<file path="src/rtl/fetch_pair_queue.sv">
// Instruction-pair queue between fetch and dual-issue decode, with a registered output stage.
// Optional occupancy high-water mark and flush counter when FETCHQ_STATS_EN is defined.
module fetch_pair_queue #(
  parameter int unsigned DEPTH    = 4,
  parameter logic [31:0] NOP_INST = 32'h00000013
) (
  input  logic                       clock_i,
  input  logic                       reset_n_i,
  input  logic                       push_valid_i,
  output logic                       push_ready_o,
  input  logic [31:0]                inst0_i,
  input  logic [31:0]                inst1_i,
  input  logic [31:0]                pc_0_i,
  input  logic [31:0]                pc_1_i,
  input  logic                       pred_taken_0_i,
  input  logic                       pred_taken_1_i,
  input  logic                       was_fetched_0_i,
  input  logic                       was_fetched_1_i,
  input  logic                       stall_i,
  input  logic                       flush_i,
  output logic [31:0]                inst0_o,
  output logic [31:0]                inst1_o,
  output logic [31:0]                pc_0_o,
  output logic [31:0]                pc_1_o,
  output logic                       pred_taken_0_o,
  output logic                       pred_taken_1_o,
  output logic                       was_fetched_0_o,
  output logic                       was_fetched_1_o,
  output logic [$clog2(DEPTH):0]     count_o
`ifdef FETCHQ_STATS_EN
  ,
  output logic [$clog2(DEPTH):0]     hwm_o,
  output logic [15:0]                flush_cnt_o
`endif
);

  localparam int unsigned PW = $clog2(DEPTH);
  localparam int unsigned CW = PW + 1;

  typedef struct packed {
    logic [31:0] inst0;
    logic [31:0] inst1;
    logic [31:0] pc0;
    logic [31:0] pc1;
    logic        pt0;
    logic        pt1;
    logic        wf0;
    logic        wf1;
  } pair_t;

  localparam pair_t BUBBLE = '{NOP_INST, NOP_INST, 32'd0, 32'd0, 1'b0, 1'b0, 1'b0, 1'b0};

  pair_t          mem_q [DEPTH];
  pair_t          in_pair;
  pair_t          out_q, out_d;
  logic [PW-1:0]  wr_ptr_q, wr_ptr_d, rd_ptr_q, rd_ptr_d;
  logic [CW-1:0]  count_q, count_d;
  logic           ready_q, ready_d;
  logic           push, adv, pop, bypass, wr_en;

  assign in_pair = '{inst0_i, inst1_i, pc_0_i, pc_1_i,
                     pred_taken_0_i, pred_taken_1_i, was_fetched_0_i, was_fetched_1_i};

  always_comb begin
    push     = push_valid_i && ready_q && !flush_i;
    adv      = !stall_i;
    pop      = adv && (count_q != '0);
    // An empty queue hands the incoming pair straight to the output stage.
    bypass   = adv && (count_q == '0) && push;
    wr_en    = push && !bypass;
    wr_ptr_d = wr_ptr_q;
    rd_ptr_d = rd_ptr_q;
    count_d  = count_q;
    out_d    = out_q;
    if (flush_i) begin
      wr_ptr_d = '0;
      rd_ptr_d = '0;
      count_d  = '0;
      out_d    = BUBBLE;
    end else begin
      if (wr_en) wr_ptr_d = wr_ptr_q + 1'b1;
      if (pop)   rd_ptr_d = rd_ptr_q + 1'b1;
      if (wr_en && !pop)      count_d = count_q + 1'b1;
      else if (pop && !wr_en) count_d = count_q - 1'b1;
      if (adv) out_d = pop ? mem_q[rd_ptr_q] : (bypass ? in_pair : BUBBLE);
    end
    ready_d = (count_d < CW'(DEPTH));
  end

  always_ff @(posedge clock_i or negedge reset_n_i) begin
    if (!reset_n_i) begin
      wr_ptr_q <= '0;
      rd_ptr_q <= '0;
      count_q  <= '0;
      ready_q  <= 1'b1;
      out_q    <= BUBBLE;
    end else begin
      wr_ptr_q <= wr_ptr_d;
      rd_ptr_q <= rd_ptr_d;
      count_q  <= count_d;
      ready_q  <= ready_d;
      out_q    <= out_d;
    end
  end

  // Storage needs no reset; occupancy alone decides what is valid.
  always_ff @(posedge clock_i) begin
    if (wr_en) mem_q[wr_ptr_q] <= in_pair;
  end

  assign push_ready_o    = ready_q;
  assign count_o         = count_q;
  assign inst0_o         = out_q.inst0;
  assign inst1_o         = out_q.inst1;
  assign pc_0_o          = out_q.pc0;
  assign pc_1_o          = out_q.pc1;
  assign pred_taken_0_o  = out_q.pt0;
  assign pred_taken_1_o  = out_q.pt1;
  assign was_fetched_0_o = out_q.wf0;
  assign was_fetched_1_o = out_q.wf1;

`ifdef FETCHQ_STATS_EN
  logic [CW-1:0] hwm_q, hwm_d;
  logic [15:0]   flush_cnt_q, flush_cnt_d;

  always_comb begin
    hwm_d       = (count_d > hwm_q) ? count_d : hwm_q;
    flush_cnt_d = flush_cnt_q;
    if (flush_i && (flush_cnt_q != 16'hFFFF)) flush_cnt_d = flush_cnt_q + 16'd1;
  end

  always_ff @(posedge clock_i or negedge reset_n_i) begin
    if (!reset_n_i) begin
      hwm_q       <= '0;
      flush_cnt_q <= '0;
    end else begin
      hwm_q       <= hwm_d;
      flush_cnt_q <= flush_cnt_d;
    end
  end

  assign hwm_o       = hwm_q;
  assign flush_cnt_o = flush_cnt_q;
`endif

endmodule

</file>
<file path="config.mk">
export PLATFORM = sky130hd
export DESIGN_NAME = fetch_pair_queue
export DESIGN_NICKNAME = d
export VERILOG_FILES = /design/src/rtl/fetch_pair_queue.sv
export SDC_FILE = /design/constraint.sdc
export NUM_CORES = 1
export LEC_CHECK = 0
export ABC_CLOCK_PERIOD_IN_PS = 4650
export CAP_MARGIN = 10
export CORE_UTILIZATION = 51
export CTS_CLUSTER_DIAMETER = 40
export CTS_CLUSTER_SIZE = 40
export DETAILED_ROUTE_END_ITERATION = 10
export GPL_ROUTABILITY_DRIVEN = 0
export PLACE_DENSITY = 0.85
export SYNTH_ARGS = -nofsm -noshare
export SYNTH_HDL_FRONTEND = slang
export SYNTH_SLANG_ARGS = --single-unit
</file>
<file path="constraint.sdc">
create_clock -name clock_i -period 4.65 [get_ports clock_i]
set_input_delay 1.1625 -clock clock_i [delete_from_list [all_inputs] [get_ports clock_i]]
set_output_delay 1.1625 -clock clock_i [all_outputs]
set_load 0.01 [all_outputs]
</file>
==> reports/qor.txt <==
Reg-to-reg startpoint = rd_ptr_q[1]
Hold bufs inserted after CTS = 0
# IOs = 273
Area delta synth->final = 24.7%
# rows = 80
Share of cells above drive strength 1 = 0.201
Final min period = 3.21 ns
CP endpoint kind = register
Vias = 13.3k
Yosys warns = 0
Most common cell in the netlist = edfxtp_1
Syn Nets = 1,334
Largest net degree at the start of global routing = 94
Clk buf depth = 3
Post-synth top area share = 0.637
DRT iter0 DRCs = 1,700
Placed insts = 2,034
Sequential Power Share = 0.440
Sw Ratio = 0.271
All-Layer GR Usage = 0.225
Detail Placement HPWL = 31.6 mm
Commonest cells in the netlist = edfxtp_1 (528), dfrtp_1 (133), mux4_2 (132), inv_1 (130), a222oi_1 (126)
Detailed Route WL = 54.7 mm
Status = finished, final reports clean
Top FF cell, synth = edfxtp_1
Final hold vios = 0
Width of the die = 223 µm
Int Power = 12.7 mW
Fmax = 0.311 GHz
Yosys cell types = 32
Routed wire per std cell = 25.2 µm
Setup TNS = 0 ns
Skew-Pair Late Insertion Delay = 0.61 ns
Port bufs = 272
Required @ worst endpoint = 4.91 ns
Initial core utilization = 0.519
Global-route wire length before repair = 83.5 mm
Cell Pwr Density = 562 nW/µm²
Worst setup path class = in -> reg
Logic pwr share = 0.217
End of the critical path = mem_q[2][34]
Drt drc = 0
Htree depth = 3
Die Y = 223 µm
Avg Inst Size Synth = 20.9 µm²
CP bufs+invs = 3
Area leader, netlist = edfxtp_1
1st-pass router iterations = 9
TritonCTS clock tree = built
Remaining Overflow, GRT = 0
Leak = 11.3 nW
CTS clk-pin slew, worst paths = 0.06 ns
Relative slew margins = 0.251
DR vias/cell = 6.10
Sequence of cells on the critical path = clkdlybuf4s50_1 -> buf_4 -> nand3b_1 -> nor2_1 -> and2_4 -> buf_12
Worst R2R Path Depth = 4
DRT antenna net count = 0
Layout Skew = 0.0241 ns
Max-cap viol count = 0
Number of synthesized flops with an enable pin = 528
Register-to-register setup slack = 2.02 ns
HP Class = reg -> reg
Non-filler instance count after layout = 2,174
RSZ-0062 raised after global routing = false
R2r endpoint = inst0_o[29]
CTS Buf Count = 74
FF+latch count, synth = 668
Worst path slowest cell = and2_4
CP top delay family = simple AND/OR/NAND/NOR gates
Final number of setup-violating endpoints = 0
Worst Setup SP = flush_i
Vias in the first global route = 13.7k
Sw power = 4.73 mW
Share of the yosys chip area belonging to registers = 0.778
Final nets = 1,639
VDD IR max = 0.000408 V
Worst setup SP type = input port
Slew Limit Fails = 0
Post-Syn Area = 24,900 µm²
Final period util = 0.691
Post-cts resize count = 0
Core area = 47,900 µm²
Least-Margin Pin Slew = 1.12 ns
Clock root buffer master = clkbuf_16
Critical path data arrival time = 3.48 ns
Crit. path cell count = 6
CTS Sinks = 668
Initial antenna violation count = 5
Synth area leaders = edfxtp_1 (64%), dfrtp_1 (13%), mux4_2 (12%)
Post-CTS setup buffer count = 0
Post-synth ARST share = 0.210
Die area = 49,700 µm²
Clk network pwr share = 0.343
Hold_sp = pc_1_o[5]
Worst Path Max Fanout = 38
Post-synthesis cell count = 1,190
Max incr delay on CP = 0.57 ns
[state kept, by name, summed over array words and instances, names as in the netlist]
name	count
push_ready_o	1
count_o	3
was_fetched_1_o	1
wr_ptr_q	2
rd_ptr_q	2
inst0_o	32
pred_taken_1_o	1
pred_taken_0_o	1
pc_0_o	32
inst1_o	32
pc_1_o	32
was_fetched_0_o	1
mem_q	528
[layout make-up]
cell class,instances,area (µm²)
antenna,3,7.51
clock buffer,89,2060
clock inverter,48,523
fill,3030,16900
inverter,130,488
multi-input combinational,318,4720
sequential,668,19400
tap,615,769
timing repair buffer,303,3120
[tightest hold or removal path, delay by kind of cell, from the launching register on]
kind,cells,cell delay [ns]
compound gates,1,0.09
flops,1,0.34
buf+inv,1,0.05
[cells by family after synthesis]
group | Yosys count | synth area share
DFF | 668 | 0.778
buffers and inverters | 204 | 0.0340
AOI/OAI and AO/OA | 139 | 0.0554
muxes | 132 | 0.119
and+or+nand+nor | 36 | 0.00884
adders and majority gates | 7 | 0.00352
xor gates and xnor gates | 4 | 0.00141
[cells in the final DEF (no fill, tap or decap), types with 2 or more instances in the layout]
| master | instances |
|---|---|
| buf_12 | 13 |
| edfxtp_1 | 528 |
| clkdlybuf4s50_1 | 271 |
| xnor2_1 | 4 |
| dfstp_2 | 7 |
| clkinv_4 | 3 |
| inv_8 | 6 |
| clkbuf_16 | 80 |
| clkbuf_1 | 7 |
| dfrtp_1 | 131 |
| nor3_4 | 2 |
| inv_6 | 10 |
| inv_1 | 130 |
| and2_4 | 4 |
| clkinvlp_4 | 9 |
| ha_1 | 7 |
| clkinv_8 | 5 |
| diode_2 | 3 |
| nor3b_1 | 2 |
| nor2_1 | 5 |
| dfrtp_4 | 2 |
| clkbuf_8 | 2 |
| clkinv_1 | 4 |
| bufinv_16 | 4 |
| inv_12 | 2 |
| buf_4 | 18 |
| a222oi_1 | 126 |
| mux4_2 | 132 |
| clkinv_2 | 5 |
| nand2_1 | 4 |
| o221a_2 | 6 |
| o31ai_1 | 2 |
| nor2b_1 | 3 |
| nand2b_1 | 8 |
| or3_1 | 2 |
[metrics by stage]
| stage | cell area (µm²) | setup WS, ns | power (mW) | utilization | hold slack, ns |
|---|---|---|---|---|---|
| 3_5_place_dp | 28500 | 0.864 | 11.6 | 0.594 | 0.497 |
| 3_3_place_gp | 28500 | 0.911 | 11.5 | 0.594 | 0.493 |
| 6_report | 31100 | 1.44 | 17.5 | 0.648 | 0.511 |
| 4_1_cts | 31100 | 1.49 | 17.6 | 0.648 | 0.516 |
| 5_1_grt | 31100 | 1.32 | 18.1 | 0.648 | 0.535 |
| 2_1_floorplan | 24900 | 0.783 | 9.92 | - | 0.551 |
[layer usage]
metal / global-route usage / wire length (µm)
met5: 0 / 41
met1: 0.311 / 21100
met2: 0.363 / 27600
met3: 0.0468 / 4820
met4: 0.0743 / 1090
[power groups by stage]
stage	sequential, mW	clock (mW)	combinational [mW]
3_5_place_dp	7.79	0	3.80
4_1_cts	7.69	6.09	3.86
2_1_floorplan	7.80	0	2.11
6_report	7.68	5.98	3.80
5_1_grt	7.75	6.32	4.07
3_3_place_gp	7.74	0	3.72
[how the worst min path moves through the flow]
stage             endpoint  cells past startpoint
4_1_cts          pc_1_o[5]                      2
6_report         pc_1_o[5]                      2
5_1_grt         pc_1_o[23]                      2
2_1_floorplan  inst0_o[10]                      2
3_3_place_gp     pc_1_o[4]                      2
3_5_place_dp    pc_1_o[11]                      2
(Power assumes the default switching activity.)
